## config.mk

```make
export PLATFORM = sky130hd
export DESIGN_NAME = pc_gen
export DESIGN_NICKNAME = d
export VERILOG_FILES = /design/src/rtl/pc_gen.sv
export SDC_FILE = /design/constraint.sdc
export NUM_CORES = 1
export LEC_CHECK = 0
export BUFFER_PORTS_ARGS = -buffer_cell sky130_fd_sc_hd__buf_2
export CAP_MARGIN = 20
export CORE_ASPECT_RATIO = 1.75
export CORE_MARGIN = 2
export CORE_UTILIZATION = 40
export DETAILED_ROUTE_END_ITERATION = 10
export GPL_ROUTABILITY_DRIVEN = 1
export PLACE_DENSITY = 0.66
export SLEW_MARGIN = 20
export SYNTH_ARGS = -nofsm -noshare
export SYNTH_HDL_FRONTEND = slang
export SYNTH_SLANG_ARGS = --single-unit
```

## constraint.sdc

```tcl
create_clock -name clk -period 8 [get_ports clk]
set_input_delay 0.4 -clock clk [delete_from_list [all_inputs] [get_ports clk]]
set_output_delay 0.4 -clock clk [all_outputs]
set_load 0.01 [all_outputs]
```

## src/rtl/pc_gen.sv

```systemverilog
// Program-counter generator: boot delay, sequential advance, redirect with
// misalignment trap, and a halt/resume state.
module pc_gen #(
    parameter int unsigned           XLEN         = 64,
    parameter logic [XLEN-1:0]       RESET_VECTOR = '0,
    parameter logic [XLEN-1:0]       TRAP_VECTOR  = XLEN'('h100),
    parameter int unsigned           BOOT_DELAY   = 2
) (
    input  logic            clk,
    input  logic            reset,
    input  logic            stall,
    input  logic            fetch_ready,
    input  logic            redirect,
    input  logic [XLEN-1:0] redirect_pc,
    input  logic            halt,
    input  logic            resume,
    output logic [XLEN-1:0] pc,
    output logic            pc_valid,
    output logic [XLEN-1:0] pc_plus4,
    output logic            trap_pulse,
    output logic [XLEN-1:0] bad_target
);

    typedef enum logic [1:0] {S_BOOT, S_RUN, S_HALT} state_t;

    localparam logic [3:0]      BOOT_LAST = 4'(BOOT_DELAY - 1);
    localparam logic [XLEN-1:0] FOUR      = XLEN'(4);

    state_t          state_q, state_d;
    logic [3:0]      cnt_q, cnt_d;
    logic [XLEN-1:0] pc_q, pc_d;
    logic [XLEN-1:0] bad_q, bad_d;
    logic            trap_q, trap_d;
    logic            valid_q;
    logic            misaligned;

    assign misaligned = (redirect_pc[1:0] != 2'b00);

    always_comb begin
        state_d = state_q;
        cnt_d   = cnt_q;
        pc_d    = pc_q;
        bad_d   = bad_q;
        trap_d  = 1'b0;
        case (state_q)
            S_BOOT: begin
                cnt_d = cnt_q + 4'd1;
                if (cnt_q == BOOT_LAST) state_d = S_RUN;
            end
            S_RUN: begin
                if (halt) state_d = S_HALT;
                if (!redirect && !halt && !stall && fetch_ready) pc_d = pc_q + FOUR;
            end
            S_HALT: begin
                if (resume && !halt) state_d = S_RUN;
            end
            default: state_d = S_BOOT;
        endcase
        // Redirect wins over hold/advance in both RUN and HALT.
        if (redirect && (state_q == S_RUN || state_q == S_HALT)) begin
            if (misaligned) begin
                pc_d   = TRAP_VECTOR;
                bad_d  = redirect_pc;
                trap_d = 1'b1;
            end else begin
                pc_d   = redirect_pc;
            end
        end
    end

    always_ff @(posedge clk) begin
        if (reset) begin
            state_q <= S_BOOT;
            cnt_q   <= '0;
            pc_q    <= RESET_VECTOR;
            bad_q   <= '0;
            trap_q  <= 1'b0;
            valid_q <= 1'b0;
        end else begin
            state_q <= state_d;
            cnt_q   <= cnt_d;
            pc_q    <= pc_d;
            bad_q   <= bad_d;
            trap_q  <= trap_d;
            valid_q <= (state_d == S_RUN);
        end
    end

    assign pc         = pc_q;
    assign pc_valid   = valid_q;
    assign pc_plus4   = pc_q + FOUR;
    assign trap_pulse = trap_q;
    assign bad_target = bad_q;

endmodule

```

==> impl_metrics.toml, run 1 <==
[floorplanning]
placement_rows = 65
die_w_um = 107
fp.dieH_um = 184
start_util_pct = 40.8
core_area_mm2 = 0.0181
full_die_area_mm2 = 0.0196
num_io_pins = 265

[sta]
final.period_utilization_pct = 49.2
report.final.hold_viol_count = 0
rsz0062_at_grt = "no"
slew_headroom_pct = 25.2
finalWorstPathRequiredPeriod_ns = 3.94
final-setup-viol-count = 0
maxClockFrequency_ghz = 0.254
timing_max_transition_violations_final = 0
fin_setup_tns_ns = 0
clock-skew-final_ns = 0.0143
worstMarginPinSlew_ns = 1.11
fin_ws_ns = 4.06

[cells_and_area]
seqCellArea_mm2 = 0.00272
multi_input_logic_area_mm2 = 0.00434
antennaDiodeCount = 0
area.growth.synth_to_final_pct = 27.3
layout-drive-gt1-share_pct = 26.4
fill_cells = 1836
nets = 1294

[worst_setup_path]
critical_path_cell_sequence = "ha_1, nand3_1, or3_4, or4_1, or4_1, nor2_1, xor2_1, buf_2"
critical_path_buf_inv_count = 1
cpMaxStageDelayCell = "sky130_fd_sc_hd__or4_1"
reg2reg_from = "pc[2]$_SDFFE_PP0P_"
reg2reg_slack_ns = 4.86
critical_path_peak_fanout = 7
critical_path.startpoint_type = "flip-flop"
crit-reg2reg-capture = "pc[50]$_SDFFE_PP0P_"
crit_top_cell = "sky130_fd_sc_hd__or4_1"
timing.critical_path.max_delay_family = "simple AND/OR/NAND/NOR gates"
crit_start = "pc[2]$_SDFFE_PP0P_"
critPathRequiredTime_ns = 7.60
critical_path.max_stage_delay_ns = 0.70
critPathCapture = "pc_plus4[50]"
critical_path_class = "reg -> out"
cp.depth = 8
reg2regPathDepth = 6
endpoint_kind = "output pin"
cp_data_arrival_time_ns = 3.54

[power]
power.ir.vdd_worst_uv = 149
power_density_mw_per_mm2 = 233
leakage_nw = 4.05
design_power_total_mw = 2.19

[route]
routed-via-count = 8310
ant_nets = 0
routed_wire_length_per_instance_um = 19.0
drcViolationCount = 0
drt_first_iter_violations = 467
via_density_per_instance = 5.69
wl_um = 27800
dr.pass1.iters = 5

[yosys]
yosys_most_used_dff = "sky130_fd_sc_hd__dfxtp_1"
netlist_instances = 990
synth_cell_types = 58
synth_seq_area_share_pct = 36.9
post_synth_design_cell_area_mm2 = 0.00737
synth-edff-count = 0
postSynthNetCount = 1068
asyncSetResetFlopFracSynth_pct = 0
synth-seq-cells = 136
synthesis.yosys.warnings = 0
postSynthAreaPerCell_um2 = 7.45

[clock_tree]
cts_buffers = 17
clock_tree.htree_level_count = 4
clk_pin_slew_ns = 0.06
cts_post_setup_buffers_inserted = 0
cts-resized-gates = 0
worst_skew_pair_later_pin_latency_ns = 0.43
clock_tree.buffer_depth = 2
cts_num_sinks = 136
holdBufCountCts = 0
cts_tree = "built"
clock_tree.root_cell = "sky130_fd_sc_hd__clkbuf_16"

[placed_design]
preCtsSetupSlack_ns = 4.54
globalplace.congestion = 0.897
dp_hpwl_um = 19900
place.port_buffers = 264

[grt]
global_route_wire_length_before_repair_um = 42300
global_route_overflow = 0
grt_max_degree = 73
first_global_vias = 7829
grt_util_all_layers_pct = 27.5
antenna_found_initial = 0

[status]
status = "completed"

[worst_hold_path]
hold_path_startpoint = "redirect_pc[44]"
timing.hold.worst.class = "in -> reg"

[flow_run]
cap_violations = 0
-- placed cells by master, fill, tap and decap left out, types with 5 or more instances in the layout --
master                      netlist  final
sky130_fd_sc_hd__nand2_1        197    197
sky130_fd_sc_hd__nor4_1          24     24
sky130_fd_sc_hd__nor3_1          31     30
sky130_fd_sc_hd__a211oi_1        22     22
sky130_fd_sc_hd__a22o_1           9      9
sky130_fd_sc_hd__xor2_1          32     32
sky130_fd_sc_hd__dfxtp_1        136    136
sky130_fd_sc_hd__clkbuf_16        0     17
sky130_fd_sc_hd__nand3_1         36     36
sky130_fd_sc_hd__and3_1          21     21
sky130_fd_sc_hd__and2_1           5      5
sky130_fd_sc_hd__inv_1           14     14
sky130_fd_sc_hd__buf_4            2     14
sky130_fd_sc_hd__nand4_1         27     27
sky130_fd_sc_hd__buf_2            7    263
sky130_fd_sc_hd__ha_1             7      7
sky130_fd_sc_hd__a221oi_1         5      5
sky130_fd_sc_hd__nor2_1          77     75
sky130_fd_sc_hd__o21ai_0         22     22
sky130_fd_sc_hd__a22oi_1          6      6
sky130_fd_sc_hd__a21oi_1        134    134
sky130_fd_sc_hd__a31oi_1          8      8
sky130_fd_sc_hd__xnor2_1         38     38
sky130_fd_sc_hd__and4_1           7      7
-- layout make-up --
| cell class | count | share of cell area [%] |
|---|---|---|
| clock buffers | 20 | 4.87 |
| clock inverters | 9 | 1.09 |
| inverters | 14 | 0.560 |
| multi-input cells | 770 | 46.2 |
| flip-flops and latches | 136 | 29.0 |
| well taps | 234 | 3.12 |
| repair buffers | 277 | 15.1 |
-- power breakdown --
part | switching, mW | internal, mW | total (mW)
Sequential | 0.0633 | 0.754 | 0.817
Combinational | 0.387 | 0.212 | 0.599
Clock | 0.304 | 0.467 | 0.771
-- registers in the layout (all words and copies together) (netlist names) --
name,count
pc,64
pc_valid,1
cnt_q,4
state_q,2
trap_pulse,1
bad_target,64
-- synth_stat cells (24+ instances only) --
cell                       instances  area share, %
sky130_fd_sc_hd__xor2_1           32            3.8
sky130_fd_sc_hd__nand3_1          36            2.4
sky130_fd_sc_hd__clkbuf_1         57            2.9
sky130_fd_sc_hd__nand2_1         197             10
sky130_fd_sc_hd__xnor2_1          38            4.5
sky130_fd_sc_hd__nor4_1           24            2.0
sky130_fd_sc_hd__nor2_1           77            3.9
sky130_fd_sc_hd__nor3_1           31            2.1
sky130_fd_sc_hd__dfxtp_1         136             37
sky130_fd_sc_hd__a21oi_1         134            9.1
sky130_fd_sc_hd__nand4_1          27            2.3
-- through the flow --
stage,cell area [um^2],cells,util [%],hold slack [ns]
floorplan,7370,990,-,0.480
global placement,8830,1431,48.9,0.438
detailed placement,8830,1431,48.9,0.443
CTS,9390,1460,52.0,0.209
global route,9390,1460,52.0,0.223
finish,9390,1460,52.0,0.216
-- worst min-delay path by stage --
stage          slack, ns  depth (start not counted)                          end
2_1_floorplan       0.48                          2        cnt_q[3]$_SDFFE_PP0N_
6_report            0.22                          2          pc[44]$_SDFFE_PP0P_
3_5_place_dp        0.44                          2  bad_target[48]$_SDFFE_PP0P_
5_1_grt             0.22                          3  bad_target[33]$_SDFFE_PP0P_
4_1_cts             0.21                          2          pc[42]$_SDFFE_PP0P_
3_3_place_gp        0.44                          2  bad_target[29]$_SDFFE_PP0P_
-- logic make-up (layout without fill, tap and decap cells) --
family | Yosys count | in the layout | share of synthesized area, %
simple gates | 453 | 453 | 29.1
compound gates | 238 | 238 | 19.6
flops | 136 | 136 | 36.9
buf+inv | 84 | 320 | 4.58
xor+xnor | 70 | 70 | 8.32
fa+ha+maj | 7 | 7 | 1.19
mux | 2 | 2 | 0.272
-- routing by layer --
metal,global-route usage (%),wire [um],vias to the layer above
met5,0,0,-
met4,13.4,1240,0
met3,5.21,1960,82
met2,48.5,14000,365
met1,31.6,10600,3906
li1,-,-,3957
(Power assumes the default switching activity.)
==> inputs of run 2 (changes only) <==
clock period = 3.8 ns   (was 8 ns; I/O delays follow)
==> run 2 against run 1 <==
  * Combinational power is 110% higher
  * Non-clock buffer count is 10 higher
  * Cell count rose by 0.82%
  * First-iteration DRC count shrank 8.4%
  * Sequential cell count unchanged
  * Setup slack lost 3.9 ns
  * Final area is 1.6% higher
  * Global-route usage increased by 0.12 points
  * Sequential share of layout area is 0.46 points lower
  * Clock-buffer cell count fell by 1
  * Via count is 0.19% higher
==> impl_metrics.toml, run 2 (synthesis gave the netlist of run 1 again) <==
[route]
routed-via-count = 8326
wl_um = 27800
drt_first_iter_violations = 428
routed_wire_length_per_instance_um = 18.9
drcViolationCount = 0
dr.pass1.iters = 5
ant_nets = 0
via_density_per_instance = 5.66

[power]
power_report.internal_total_mw = 3.21
leakage_nw = 4.13
power.switching_mw = 1.62
power_frac_seq_pct = 35.6
power.ir.vdd_worst_uv = 321
switching_share_pct = 33.6
clock_power_share_pct = 38.0
combinational_group_share_of_total_power_pct = 26.4
power_density_mw_per_mm2 = 507

[cells_and_area]
layout.cells.most_common_list = "sky130_fd_sc_hd__buf_2, sky130_fd_sc_hd__nand2_1, sky130_fd_sc_hd__dfxtp_1, sky130_fd_sc_hd__a21oi_1, sky130_fd_sc_hd__nor2_1"
layout-drive-gt1-share_pct = 27.1
area.growth.synth_to_final_pct = 29.4
nets = 1304
layout.cells.most_common = "sky130_fd_sc_hd__buf_2"
antennaDiodeCount = 0
stdcell_area_mm2 = 0.00954

[worst_setup_path]
crit_start = "pc[2]$_SDFFE_PP0P_"
critical_path.startpoint_type = "flip-flop"
cp_data_arrival_time_ns = 3.43
reg2reg_from = "pc[2]$_SDFFE_PP0P_"
critPathCapture = "pc_plus4[50]"
critical_path_peak_fanout = 6
critical_path_class = "reg -> out"
endpoint_kind = "output pin"
reg2regPathDepth = 6
reg2reg_slack_ns = 0.77
critPathRequiredTime_ns = 3.61
crit-reg2reg-capture = "pc[50]$_SDFFE_PP0P_"

[floorplanning]
fp.dieH_um = 184
start_util_pct = 40.8
core_area_mm2 = 0.0181
num_io_pins = 265
die_w_um = 107
placement_rows = 65
full_die_area_mm2 = 0.0196

[sta]
rsz0062_at_grt = "no"
slew_headroom_pct = 37.9
worstMarginPinSlew_ns = 0.923
report.final.hold_viol_count = 0
maxClockFrequency_ghz = 0.276
clock-skew-final_ns = 0.0136
final.period_utilization_pct = 95.2
timing_max_transition_violations_final = 0
finalWorstPathRequiredPeriod_ns = 3.62
final.hold.worst_slack_ns = 0.00577
fin_ws_ns = 0.183
fin_setup_tns_ns = 0
final-setup-viol-count = 0

[placed_design]
dpl_cell_area_mm2 = 0.00890
dp_hpwl_um = 20500
preCtsSetupSlack_ns = 0.669
place.port_buffers = 264
globalplace.congestion = 0.925

[clock_tree]
cts_post_setup_buffers_inserted = 0
cts_tree = "built"
clock_tree.buffer_depth = 2
worst_skew_pair_later_pin_latency_ns = 0.43
cts_buffers = 17
cts_num_sinks = 136
clk_pin_slew_ns = 0.06
cts-resized-gates = 0
clock_tree.htree_level_count = 4
holdBufCountCts = 0
clock_tree.root_cell = "sky130_fd_sc_hd__clkbuf_16"

[status]
status = "completed"

[grt]
grt_max_degree = 57
global_route_wire_length_before_repair_um = 42500
global_route_overflow = 0
first_global_vias = 7723
antenna_found_initial = 0
grt_util_all_layers_pct = 27.7

[flow_run]
cap_violations = 0

[worst_hold_path]
timing.hold.worst.class = "in -> reg"
[run 2: changes by cell type in the layout (fill, tap and decap cells not counted)]
cell,before,now
sky130_fd_sc_hd__buf_4,14,24
sky130_fd_sc_hd__bufinv_16,2,5
sky130_fd_sc_hd__clkbuf_1,1,2
sky130_fd_sc_hd__clkbuf_8,2,0
sky130_fd_sc_hd__clkinv_2,4,2
sky130_fd_sc_hd__clkinv_4,0,3
sky130_fd_sc_hd__clkinvlp_4,3,2
[run 2: cell type report]
class | instances | area [um^2]
Tap cell | 234 | 293
Multi-Input combinational cell | 770 | 4340
Inverter | 14 | 52.6
Clock buffer | 19 | 433
Clock inverter | 12 | 201
Fill cell | 1862 | 8520
Sequential cell | 136 | 2720
Timing Repair Buffer | 287 | 1500
[run 2: per-layer routing]
metal  wire length [um]  vias up  GRT usage, %  share of wire, %
met4               1220        0          13.7               4.4
met3               1890       68          5.07               6.8
met5                  0        -             0                 0
met1              10800     3933          32.7                39
li1                   -     3982             -                 -
met2              13900      343          47.6                50
[run 2: worst max-delay path, cell delays in order (launching register included)]
cell,delay (ns)
sky130_fd_sc_hd__dfxtp_1,0.42
sky130_fd_sc_hd__ha_1,0.28
sky130_fd_sc_hd__nand3_1,0.22
sky130_fd_sc_hd__or3_4,0.45
sky130_fd_sc_hd__or4_1,0.60
sky130_fd_sc_hd__or4_1,0.56
sky130_fd_sc_hd__nor2_1,0.16
sky130_fd_sc_hd__xor2_1,0.15
sky130_fd_sc_hd__buf_2,0.14
[run 2: worst min path at each step]
stage          cells after the start            start  slack (ns)                   to
3_3_place_gp                       2  redirect_pc[53]        0.44  pc[53]$_SDFFE_PP0P_
4_1_cts                            2  redirect_pc[60]       0.002  pc[60]$_SDFFE_PP0P_
6_report                           2  redirect_pc[60]       0.006  pc[60]$_SDFFE_PP0P_
2_1_floorplan                      1  redirect_pc[40]        0.32  pc[40]$_SDFFE_PP0P_
3_5_place_dp                       2  redirect_pc[44]        0.44  pc[44]$_SDFFE_PP0P_
5_1_grt                            2  redirect_pc[60]       0.006  pc[60]$_SDFFE_PP0P_
[run 2: power groups by stage]
stage,combinational (mW),sequential [mW],clock (mW)
final,1.28,1.72,1.83
after global routing,1.40,1.74,1.90
after CTS,1.27,1.72,1.85
after detailed placement,1.26,1.75,0
after global placement,1.26,1.74,0
after floorplan,0.710,1.80,0
[run 2: stage by stage]
stage                     utilization [%]  total power, mW  std cells
after floorplan                         -             2.51        990
after global placement               49.3             3.00       1441
after detailed placement             49.3             3.02       1441
after CTS                            52.8             4.84       1472
after global routing                 52.8             5.04       1472
final                                52.8             4.83       1472
==> inputs of run 3 (changes only) <==
clock period = 3.6 ns   (was 3.8 ns; I/O delays follow)
==> run 3 against run 2 <==
  * Power is 5.2% higher
  * Combinational power is 8% higher
  * Cell count up 1.4%
  * Critical endpoint unchanged
  * First-iteration DRC count grew 23%
  * Highest routed layer unchanged
  * Clock skew is 0.0025 ns lower
  * Critical path depth did not move
  * Die area did not move
  * Worst hold slack improved by 0.0017 ns
  * Non-clock buffer count increased by 20
==> impl_metrics.toml, run 3 (synthesis gave the netlist of run 1 again) <==
[cells_and_area]
antennaDiodeCount = 0
stdcell_area_mm2 = 0.00977
nets = 1324
layout.cells.most_common_list = "sky130_fd_sc_hd__buf_2, sky130_fd_sc_hd__nand2_1, sky130_fd_sc_hd__dfxtp_1, sky130_fd_sc_hd__a21oi_1, sky130_fd_sc_hd__nor2_1"
fill_cells = 1818
layout.cells.most_common = "sky130_fd_sc_hd__buf_2"
layout-drive-gt1-share_pct = 27.3
area.growth.synth_to_final_pct = 32.5

[grt]
grt_util_all_layers_pct = 28.2
global_route_wire_length_before_repair_um = 43300
first_global_vias = 8037
global_route_overflow = 0
grt_max_degree = 97
antenna_found_initial = 0

[clock_tree]
worst_skew_pair_later_pin_latency_ns = 0.43
clock_tree.htree_level_count = 4
clock_tree.buffer_depth = 2
cts_post_setup_buffers_inserted = 0
cts_num_sinks = 136
clock_tree.root_cell = "sky130_fd_sc_hd__clkbuf_16"
clk_pin_slew_ns = 0.06
cts_tree = "built"
cts_buffers = 17

[placed_design]
dp_hpwl_um = 20600
preCtsSetupSlack_ns = 0.343
dpl_cell_area_mm2 = 0.00894
globalplace.congestion = 0.916
place.port_buffers = 264

[sta]
slew_headroom_pct = 36.4
report.final.hold_viol_count = 0
worstMarginPinSlew_ns = 0.951
timing_max_transition_violations_final = 0
clock-skew-final_ns = 0.0111
fin_ws_ns = 0.189
final-setup-viol-count = 0
finalWorstPathRequiredPeriod_ns = 3.41
rsz0062_at_grt = "no"
final.period_utilization_pct = 94.7
fin_setup_tns_ns = 0
maxClockFrequency_ghz = 0.293
final.hold.worst_slack_ns = 0.00751

[floorplanning]
start_util_pct = 40.8
fp.dieH_um = 184
placement_rows = 65
full_die_area_mm2 = 0.0196
num_io_pins = 265
die_w_um = 107
core_area_mm2 = 0.0181

[route]
dr.pass1.iters = 5
drt_first_iter_violations = 527
routed_wire_length_per_instance_um = 18.9
wl_um = 28300
via_density_per_instance = 5.64
drcViolationCount = 0
routed-via-count = 8426
ant_nets = 0

[worst_setup_path]
critPathRequiredTime_ns = 3.42
reg2reg_from = "pc[2]$_SDFFE_PP0P_"
reg2regPathDepth = 6
critical_path.startpoint_type = "flip-flop"
critical_path_peak_fanout = 7
reg2reg_slack_ns = 0.75
endpoint_kind = "output pin"
critical_path_class = "reg -> out"
crit-reg2reg-capture = "pc[50]$_SDFFE_PP0P_"
cp_data_arrival_time_ns = 3.23

[power]
power.ir.vdd_worst_uv = 331
power_density_mw_per_mm2 = 520
power.switching_mw = 1.74
clock_power_share_pct = 37.0
leakage_nw = 4.22
switching_share_pct = 34.3
combinational_group_share_of_total_power_pct = 27.2
power_report.internal_total_mw = 3.34
power_frac_seq_pct = 35.8

[worst_hold_path]
hold_path_depth = 3
timing.hold.worst.class = "in -> reg"
hold_path_startpoint = "redirect_pc[19]"
min_to = "bad_target[19]$_SDFFE_PP0P_"

[status]
status = "completed"

[flow_run]
cap_violations = 0
## run 3: cell type report
type                       count  area [um^2]  share of cell area [%]
sequential                   136         2720                    27.9
timing repair buffer         307         1720                    17.6
inverter                      14         52.6                   0.538
clock inverter                12          164                    1.68
clock buffer                  20          467                    4.78
multi-input combinational    770         4350                    44.6
tap                          234          293                    3.00
## run 3: how the worst max path moves through the flow
stage                       start            to  slack [ns]  cells past startpoint
2_1_floorplan  pc[3]$_SDFFE_PP0P_  pc_plus4[50]        0.64                      9
3_3_place_gp   pc[3]$_SDFFE_PP0P_  pc_plus4[50]        0.43                      8
5_1_grt        pc[2]$_SDFFE_PP0P_  pc_plus4[50]        0.07                      8
3_5_place_dp   pc[3]$_SDFFE_PP0P_  pc_plus4[50]        0.34                      8
4_1_cts        pc[2]$_SDFFE_PP0P_  pc_plus4[50]        0.02                      8
6_report       pc[2]$_SDFFE_PP0P_  pc_plus4[50]        0.19                      8
## run 3: critical path, cell delays in order, from the launching register on
cell and delay (ns):
sky130_fd_sc_hd__dfxtp_1 0.41, sky130_fd_sc_hd__ha_2 0.27, sky130_fd_sc_hd__nand3_2 0.15, sky130_fd_sc_hd__or3_4 0.43, sky130_fd_sc_hd__or4_4 0.62, sky130_fd_sc_hd__or4_4 0.49, sky130_fd_sc_hd__nor2_1 0.13, sky130_fd_sc_hd__xor2_1 0.15
sky130_fd_sc_hd__buf_2 0.14
## run 3: per-stage QoR
step | total power, mW | cells | util (%)
detailed placement | 3.20 | 1443 | 49.5
global route | 5.32 | 1493 | 54.1
CTS | 5.09 | 1493 | 54.0
floorplan | 2.65 | 990 | -
global placement | 3.18 | 1443 | 49.5
finish | 5.08 | 1493 | 54.1
## run 3: timing repair
action,4_1_cts,5_1_grt
cloned,0,0
endpoints found under the setup margin,1,2
hold buffers,18,0
resized for setup,1,3
hold endpoints to repair,18,0
## run 3: layer usage
| layer | wire length [um] | share of wire, % | track usage (%) | vias up |
|---|---|---|---|---|
| li1 | - | - | - | 4020 |
| met1 | 10900 | 38 | 32.3 | 3922 |
| met2 | 14000 | 49 | 48.8 | 394 |
| met3 | 2010 | 7.1 | 5.49 | 90 |
| met4 | 1430 | 5.1 | 15.6 | 0 |
| met5 | 0 | 0 | 0 | - |
## run 3: power groups by stage
stage,clock (mW),sequential (mW),combinational [mW]
CTS,1.91,1.82,1.37
detailed placement,0,1.85,1.35
floorplan,0,1.90,0.749
finish,1.88,1.82,1.38
global route,1.96,1.84,1.52
global placement,0,1.84,1.34
